**src/rtl/ysyx_23060240_ifu_if.sv**
```systemverilog
// ysyx_23060240_ifu_if: fetch-unit bundle covering the memory request/response
// channel, the decode-side instruction handshake and the execute redirect.
//   master (IFU side): drives req_valid/req_addr and inst_valid/inst/inst_pc/inst_fault
//   slave  (memory, decode, execute): drives req_ready, resp_*, inst_ready, redirect_*
interface ysyx_23060240_ifu_if #(
    parameter int XLEN = 32
);
    logic            req_valid;
    logic            req_ready;
    logic [XLEN-1:0] req_addr;
    logic            resp_valid;
    logic [XLEN-1:0] resp_data;
    logic            resp_err;
    logic            inst_valid;
    logic            inst_ready;
    logic [XLEN-1:0] inst;
    logic [XLEN-1:0] inst_pc;
    logic            inst_fault;
    logic            redirect_valid;
    logic [XLEN-1:0] redirect_pc;

    modport master (
        output req_valid, req_addr, inst_valid, inst, inst_pc, inst_fault,
        input  req_ready, resp_valid, resp_data, resp_err, inst_ready,
               redirect_valid, redirect_pc
    );

    modport slave (
        input  req_valid, req_addr, inst_valid, inst, inst_pc, inst_fault,
        output req_ready, resp_valid, resp_data, resp_err, inst_ready,
               redirect_valid, redirect_pc
    );
endinterface

```
**src/rtl/ysyx_23060240_ifu.sv**
```systemverilog
// ysyx_23060240_ifu: instruction fetch unit owning the PC; issues one fetch at a
// time to instruction memory and hands each word to decode, honouring redirects.
//   clk   : rising-edge clock
//   rst_n : asynchronous active-low reset
//   bus   : ysyx_23060240_ifu_if.master (request, response, inst and redirect)
module ysyx_23060240_ifu #(
    parameter logic [31:0] RESET_PC = 32'h8000_0000,
    parameter int          XLEN     = 32
) (
    input logic                   clk,
    input logic                   rst_n,
    ysyx_23060240_ifu_if.master   bus
);
    typedef enum logic [1:0] {IDLE, REQ, WAIT, HOLD} state_t;

    state_t          state;
    logic [XLEN-1:0] pc;
    logic [XLEN-1:0] tgt;
    logic            drop;
    logic            pend;
    logic            req_valid;
    logic            inst_valid;
    logic [XLEN-1:0] inst;
    logic [XLEN-1:0] inst_pc;
    logic            inst_fault;
    logic [XLEN-1:0] rpc;

    assign rpc            = {bus.redirect_pc[XLEN-1:2], 2'b00};
    assign bus.req_valid  = req_valid;
    assign bus.req_addr   = pc;
    assign bus.inst_valid = inst_valid;
    assign bus.inst       = inst;
    assign bus.inst_pc    = inst_pc;
    assign bus.inst_fault = inst_fault;

    always_ff @(posedge clk or negedge rst_n) begin
        if (!rst_n) begin
            state      <= IDLE;
            pc         <= XLEN'(RESET_PC);
            tgt        <= '0;
            drop       <= 1'b0;
            pend       <= 1'b0;
            req_valid  <= 1'b0;
            inst_valid <= 1'b0;
            inst       <= '0;
            inst_pc    <= '0;
            inst_fault <= 1'b0;
        end else begin
            case (state)
                IDLE: begin
                    if (bus.redirect_valid) pc <= rpc;
                    state     <= REQ;
                    req_valid <= 1'b1;
                end
                REQ: begin
                    if (bus.req_ready) begin
                        // The request leaves with the old address; any redirect
                        // seen now or held back turns its response into a drop.
                        state     <= WAIT;
                        req_valid <= 1'b0;
                        pend      <= 1'b0;
                        if (bus.redirect_valid) begin
                            pc   <= rpc;
                            drop <= 1'b1;
                        end else if (pend) begin
                            pc   <= tgt;
                            drop <= 1'b1;
                        end
                    end else if (bus.redirect_valid) begin
                        // req_addr must not move while the request is unaccepted.
                        pend <= 1'b1;
                        tgt  <= rpc;
                    end
                end
                WAIT: begin
                    if (bus.resp_valid) begin
                        if (drop || bus.redirect_valid) begin
                            if (bus.redirect_valid) pc <= rpc;
                            drop      <= 1'b0;
                            state     <= REQ;
                            req_valid <= 1'b1;
                        end else begin
                            inst       <= bus.resp_data;
                            inst_pc    <= pc;
                            inst_fault <= bus.resp_err;
                            state      <= HOLD;
                            inst_valid <= 1'b1;
                        end
                    end else if (bus.redirect_valid) begin
                        pc   <= rpc;
                        drop <= 1'b1;
                    end
                end
                HOLD: begin
                    if (bus.redirect_valid || bus.inst_ready) begin
                        pc         <= bus.redirect_valid ? rpc : pc + XLEN'(4);
                        state      <= REQ;
                        inst_valid <= 1'b0;
                        req_valid  <= 1'b1;
                    end
                end
                default: state <= IDLE;
            endcase
        end
    end
endmodule

```
**src/flat_wrapper.sv**
```systemverilog
// flat-port wrapper written by rule: the top's interface ports become plain ports
module ysyx_23060240_ifu_flat 
#(
    parameter logic [31:0] RESET_PC = 32'h8000_0000,
    parameter int          XLEN     = 32
)
  (clk, rst_n, bus_req_valid, bus_req_addr, bus_inst_valid, bus_inst, bus_inst_pc, bus_inst_fault, bus_req_ready, bus_resp_valid, bus_resp_data, bus_resp_err, bus_inst_ready, bus_redirect_valid, bus_redirect_pc);
  ysyx_23060240_ifu_if #(.XLEN(XLEN)) bus_i ();
  input logic clk;
  input logic rst_n;
  output wire logic [$bits(bus_i.req_valid)-1:0] bus_req_valid;
  output wire logic [$bits(bus_i.req_addr)-1:0] bus_req_addr;
  output wire logic [$bits(bus_i.inst_valid)-1:0] bus_inst_valid;
  output wire logic [$bits(bus_i.inst)-1:0] bus_inst;
  output wire logic [$bits(bus_i.inst_pc)-1:0] bus_inst_pc;
  output wire logic [$bits(bus_i.inst_fault)-1:0] bus_inst_fault;
  input wire logic [$bits(bus_i.req_ready)-1:0] bus_req_ready;
  input wire logic [$bits(bus_i.resp_valid)-1:0] bus_resp_valid;
  input wire logic [$bits(bus_i.resp_data)-1:0] bus_resp_data;
  input wire logic [$bits(bus_i.resp_err)-1:0] bus_resp_err;
  input wire logic [$bits(bus_i.inst_ready)-1:0] bus_inst_ready;
  input wire logic [$bits(bus_i.redirect_valid)-1:0] bus_redirect_valid;
  input wire logic [$bits(bus_i.redirect_pc)-1:0] bus_redirect_pc;
  assign bus_req_valid = bus_i.req_valid;
  assign bus_req_addr = bus_i.req_addr;
  assign bus_inst_valid = bus_i.inst_valid;
  assign bus_inst = bus_i.inst;
  assign bus_inst_pc = bus_i.inst_pc;
  assign bus_inst_fault = bus_i.inst_fault;
  assign bus_i.req_ready = bus_req_ready;
  assign bus_i.resp_valid = bus_resp_valid;
  assign bus_i.resp_data = bus_resp_data;
  assign bus_i.resp_err = bus_resp_err;
  assign bus_i.inst_ready = bus_inst_ready;
  assign bus_i.redirect_valid = bus_redirect_valid;
  assign bus_i.redirect_pc = bus_redirect_pc;
  ysyx_23060240_ifu #(.RESET_PC(RESET_PC), .XLEN(XLEN)) u_core (.clk(clk), .rst_n(rst_n), .bus(bus_i));
endmodule
```
**config.mk**
```make
export PLATFORM = sky130hd
export DESIGN_NAME = ysyx_23060240_ifu_flat
export DESIGN_NICKNAME = d
export VERILOG_FILES = /design/src/rtl/ysyx_23060240_ifu_if.sv /design/src/rtl/ysyx_23060240_ifu.sv /design/src/flat_wrapper.sv
export SDC_FILE = /design/constraint.sdc
export NUM_CORES = 1
export LEC_CHECK = 0
export BUFFER_PORTS_ARGS = -buffer_cell sky130_fd_sc_hd__buf_2
export CORE_ASPECT_RATIO = 1.2
export CORE_UTILIZATION = 46
export CTS_CLUSTER_DIAMETER = 80
export DETAILED_ROUTE_END_ITERATION = 10
export HOLD_SLACK_MARGIN = 0.1
export PLACE_DENSITY = 0.85
export RECOVER_POWER = 50
export SYNTH_ARGS = -nofsm -noshare
export SYNTH_HDL_FRONTEND = slang
export SYNTH_SLANG_ARGS = --single-unit
export TNS_END_PERCENT = 10
```
**constraint.sdc**
```tcl
create_clock -name clk -period 1.92 [get_ports clk]
set_input_delay 0.096 -clock clk [delete_from_list [all_inputs] [get_ports clk]]
set_output_delay 0.096 -clock clk [all_outputs]
set_load 0.005 [all_outputs]
```
**After elaboration in Yosys (flattened, before gate mapping)**

Index checks and enable logic that the tools add are counted.

- Output and inout bits: 99
- Word-level logic and storage cells: 69
- Register bits: 133

- Mux-type cells: 31
- Eq/ne operators: 11
- Bitwise gates (word level): 2
- Add/sub/neg operators: 1
- Reductions and logical operators: 14

Operators by type and width:

| kind | count |
|---|---|
| $mux W32 | 8 |
| $pmux W32 S4 | 1 |
| $add A32 B3 Y32 const B | 1 |
| $mux W1 | 14 |
| $reduce_and A4 Y1 | 3 |
| $reduce_and A3 Y1 | 3 |
| $mux W2 | 4 |
| $pmux W2 S4 | 1 |
| $ne A2 B2 Y1 const B | 3 |
| $ne A3 B2 Y1 const B | 2 |
| $reduce_bool A2 Y1 | 3 |
| $reduce_and A5 Y1 | 1 |
| $eq A2 B2 Y1 const B | 2 |
| $ne A2 B1 Y1 const B | 2 |
| $pmux W1 S2 | 2 |
| $pmux W1 S4 | 1 |
| $ne A3 B3 Y1 const B | 1 |
| $eq A2 B1 Y1 const B | 1 |
| $logic_not A2 Y1 | 1 |
| $logic_or A1 B1 Y1 | 2 |
| $not A1 Y1 | 2 |
| $reduce_and A2 Y1 | 1 |

**Longest topological paths before layout**

- Word-level depth: 4
- Mapped depth: 8
- Depth with buffers taken out: 7

**Worst setup path before layout**

OpenSTA, ideal clock, no wires.

- Path type: register to register
- Start: register u_core.state[0]
- End: register u_core.inst[10] (netlist: u_core.bus.inst[10])
- Buffers on the path: 2
- Setup slack: -0.083 ns
- Cell stages (with the launch flop): 8
- Arrival: 1.879 ns
- Setup time: 0.125 ns
- Path through: dfrtp_1 > inv_1 > ha_1 > nor3b_1 > and2_1 > buf_2 > buf_4 > mux2_2

- Word-level cells in the longest chain between the ends: 2

RTL lines:

| item | RTL line | RTL |
|---|---|---|
| start: declaration | ysyx_23060240_ifu.sv:16 | `state_t state;` |
| start signal: assignment | ysyx_23060240_ifu.sv:38 | `state <= IDLE;` |
| start signal: assignment | ysyx_23060240_ifu.sv:52 | `state <= REQ;` |
| start signal: assignment | ysyx_23060240_ifu.sv:59 | `state <= WAIT;` |
| $eq A2 B2 Y1 | ysyx_23060240_ifu.sv:49 | `case (state)` |
| $reduce_and A3 Y1 (no source line) | n/a |  |
| end signal: assignment | ysyx_23060240_ifu.sv:83 | `inst <= bus.resp_data;` |
| end: declaration | ysyx_23060240_ifu.sv:23 | `logic [XLEN-1:0] inst;` |

Every way passes these cells.
A chain may end at the register's enable or synchronous reset.

**Worst setup path in the final report**

- Start: register u_core.pc[2] (netlist: u_core.bus.req_addr[2])
- End: register u_core.pc[22] (netlist: u_core.bus.req_addr[22])

- Word-level cells in the longest chain between the ends: 4

RTL lines:

| item | RTL line | RTL |
|---|---|---|
| start: declaration | ysyx_23060240_ifu.sv:17 | `logic [XLEN-1:0] pc;` |
| start signal: assignment | ysyx_23060240_ifu.sv:39 | `pc <= XLEN'(RESET_PC);` |
| start signal: assignment | ysyx_23060240_ifu.sv:51 | `if (bus.redirect_valid) pc <= rpc;` |
| start signal: assignment | ysyx_23060240_ifu.sv:63 | `pc <= rpc;` |
| $add A32 B3 Y32 | ysyx_23060240_ifu.sv:96 | `pc <= bus.redirect_valid ? rpc : pc + XLEN'(4);` |
| $mux W32 | ysyx_23060240_ifu.sv:96 |  |
| $mux W32 | ysyx_23060240_ifu.sv:95 | `if (bus.redirect_valid \|\| bus.inst_ready) begin` |
| $pmux W32 S4 | ysyx_23060240_ifu.sv:49 |  |

Every way passes these cells. The select of a mux whose other input is x is not followed.

==> results.toml <==
[power]
seq_power_share = 0.359
p_comb_frac = 0.387
powerDensity_mw_per_mm2 = 1331
p_clk_frac = 0.255
p_sw_frac = 0.3539
vdd_drop_max_mv = 0.6860
p_sw_uw = 4393
power_uw = 12410
p_int_uw = 8019
power_leakage_uw = 0.004448

[hold_path]
hold_path_class = "primary input to flip-flop"
hold_path_end = "u_core.bus.req_addr[13]"
hold_start = "bus_redirect_valid"
hold_depth = 3

[setup_path]
timing.rr.start = "u_core.bus.req_addr[2]"
rr_worst_depth = 8
startpoint_type = "flip-flop"
cp.arrival_ps = 2250
critPathCaptureType = "flip-flop"
crit_chain = "ha_4 -> nand4_4 -> buf_4 -> nor4_4 -> buf_6 -> nand2_1 -> o31a_1 -> o21ai_1"
crit_fanout = 5
critPathKind = "flip-flop to flip-flop"
rr_endpoint = "u_core.bus.req_addr[22]"
rrSetupSlack_ps = -10
worstPathRequired_ps = 2240
slowest_delay_ps = 410
cp_slowest_cell = "dfrtp_1"

[routing]
wl_per_cell_um = 19.63
ant_nets = 0
vias = 5685
post-route-drc-count = 0
first_iter_violations = 411
drt-pass1-iter-count = 6
finalWirelength_mm = 19.47
vias_per_cell = 5.731

[timing]
rsz0062_at_grt = "true"
drv_slew = 0
period_needed_ps = 1930
setup_viol = 2
fin_skew_ps = 9.160
tns_ps = -11.94
final_hold_viol_count = 0
relSlewSlack = 0.1690
setup_slack_ps = -9.648
whs_ps = 184.5
worst_slew_pin_slew_ps = 1247
period_share = 1.005
max_freq_mhz = 518.2

[global_route]
grt_start_max_net_pins = 51
grt_pass1_vias = 5690
grt_usage = 0.2560
overflow = 0
antenna_found_initial = 0
grt_pass1_wl_mm = 27.39

[logic_synthesis]
synthDistinctLibCells = 62
synth-edff-count = 0
avgSynthCellArea_um2 = 11.78
synth_ff_type = "dfrtp_1"
syn_inst = 523
synth_area_mm2 = 0.006162
async_flop_share = 1.000
synth_seq_cells = 129
seq_area_frac_synth = 0.5241
yosys_warnings = 0

[placement]
io_buffers = 163
placed_area_mm2 = 0.007507
routabilityCongestion = 0.8895
dp_slack_ps = -63.54
dpl.hpwl_mm = 11.45

[layout]
fillers = 813
drive_above_1_share = 0.4469
nets = 890
seq_area_mm2 = 0.003236
multi_input_area_mm2 = 0.002970
area_delta_synth_final_pct = 51.31
finish.instance_area_mm2 = 0.009324
num_antenna_cells = 0

[clocking]
clkSinkCount = 129
cts_root_buf = "clkbuf_16"
cts_buffer_depth = 2
h-tree-depth = 4
clock_latency_ps = 410
cts_tree = "done"
numCtsBuffers = 17
cts.clk_slew.worst_paths_ps = 50

[floorplanning]
die_h_um = 128.8
ios = 170
die_w_um = 107.7
die_area_mm2 = 0.01386
coreArea_mm2 = 0.01284
rows = 45
start_util = 0.4800

[flow_run]
maxCapViolations = 0

[run_status]
status = "finished with violations"
violations = "negative setup slack"
[worst max path at each step]
stage	start	endpoint	slack (ps)	depth (start not counted)
2_1_floorplan	u_core.state[0]	u_core.bus.req_addr[31]	-7	6
3_3_place_gp	u_core.bus.req_addr[3]	u_core.bus.req_addr[26]	3	7
3_5_place_dp	u_core.state[0]	u_core.bus.inst[15]	-60	7
4_1_cts	u_core.state[0]	u_core.bus.inst[2]	-50	7
5_1_grt	u_core.bus.req_addr[2]	u_core.bus.req_addr[22]	-70	8
6_report	u_core.bus.req_addr[2]	u_core.bus.req_addr[22]	-10	8
[worst max-delay path, delay by kind of cell, from the launching register on]
family	cells	cell delay, ps
flip-flops	1	410
adder cells (fa/ha/maj)	1	180
AO/OA/AOI/OAI	2	430
AND/OR/NAND/NOR	3	470
buffers and inverters	2	360
[state kept, by name, indices dropped and copies added, names as in the netlist]
register and flops:
u_core.bus.inst_valid 1, u_core.bus.inst 32, u_core.tgt 30, u_core.bus.inst_pc 30
u_core.drop 1, u_core.state 2, u_core.bus.inst_fault 1, u_core.bus.req_addr 30
u_core.bus.req_valid 1, u_core.pend 1
[final cells by class]
type,count,share of cell area
Tap cell,164,0.02201
Multi-Input combinational cell,350,0.3186
Sequential cell,129,0.3470
Clock inverter,12,0.01436
Timing Repair Buffer,306,0.2454
Clock buffer,20,0.04791
Inverter,11,0.004697
[cell usage in the layout (no fill, tap or decap), types with 4 or more instances in the layout]
master,instances
buf_6,9
a21oi_1,18
mux2i_1,4
inv_1,8
a31oi_1,6
clkbuf_16,23
conb_1,4
a22oi_1,14
nor4_4,4
nand2_1,32
nand4_1,5
nand3_1,15
dfrtp_2,5
o21ai_1,6
a222oi_1,4
o31a_1,5
a221o_1,5
or4_1,4
nor2_1,16
buf_4,48
dfrtp_1,123
mux2_2,61
nor3_1,7
clkbuf_1,23
buf_12,8
o21ai_0,34
mux2_1,11
buf_2,141
dlygate4sd3_1,67
o31ai_1,5
a221oi_1,6
mux2_4,24
[timing repair]
item / in CTS / in global routing
hold buffers: 67 / 0
gates resized for setup: 9 / 55
setup endpoints to repair: 61 / 102
pin swaps: 1 / 4
buffers inserted: 2 / 9
hold endpoints to repair: 212 / 0
gates cloned: 1 / 10
[logic make-up (layout without fill, tap and decap cells)]
kind of cell	after synthesis	after routing	synth area share
other	1	4	0.0006086
multiplexers	100	100	0.1819
adder cells (fa/ha/maj)	4	4	0.008122
AO/OA/AOI/OAI	124	124	0.1346
XOR/XNOR	4	4	0.005686
flip-flops	129	129	0.5241
buffers and inverters	47	349	0.03776
AND/OR/NAND/NOR	114	114	0.1072
[power groups by stage]
stage	clock network (µW)	logic, µW	registers [µW]
final	3160	4800	4450
after global routing	3320	5180	4550
after CTS	3180	4320	4360
after detailed placement	0	4140	4380
after global placement	0	3990	4310
after floorplan	0	2170	4360
[stage by stage]
step                instances    util
finish                    992  0.7263
CTS                       973  0.6891
floorplan                 526       -
detailed placement        871  0.5848
global placement          871  0.5848
global route              992  0.7263
[routing by layer]
layer | GRT usage | vias to the layer above | routed length [µm]
met3 | 0.05724 | 56 | 1254
met1 | 0.2890 | 2776 | 7467
met4 | 0.1176 | 0 | 574
met5 | 0 | - | 0
li1 | - | 2535 | -
met2 | 0.4581 | 318 | 10180
[cell usage after synthesis, drive strengths merged (7+ instances only)]
cell type,n,area (µm²)
o21ai,40,200.2
nor3,8,45.04
nand3,19,110.1
buf,21,135.1
nand2,32,120.1
nor2,17,63.81
a22oi,15,112.6
nand4,7,65.06
a21oi,18,90.09
dfrtp,128,3203
clkbuf,15,56.30
mux2,96,1081
inv,10,37.53
nor4,8,98.85
Note: power is estimated with default switching activity, not from simulation.
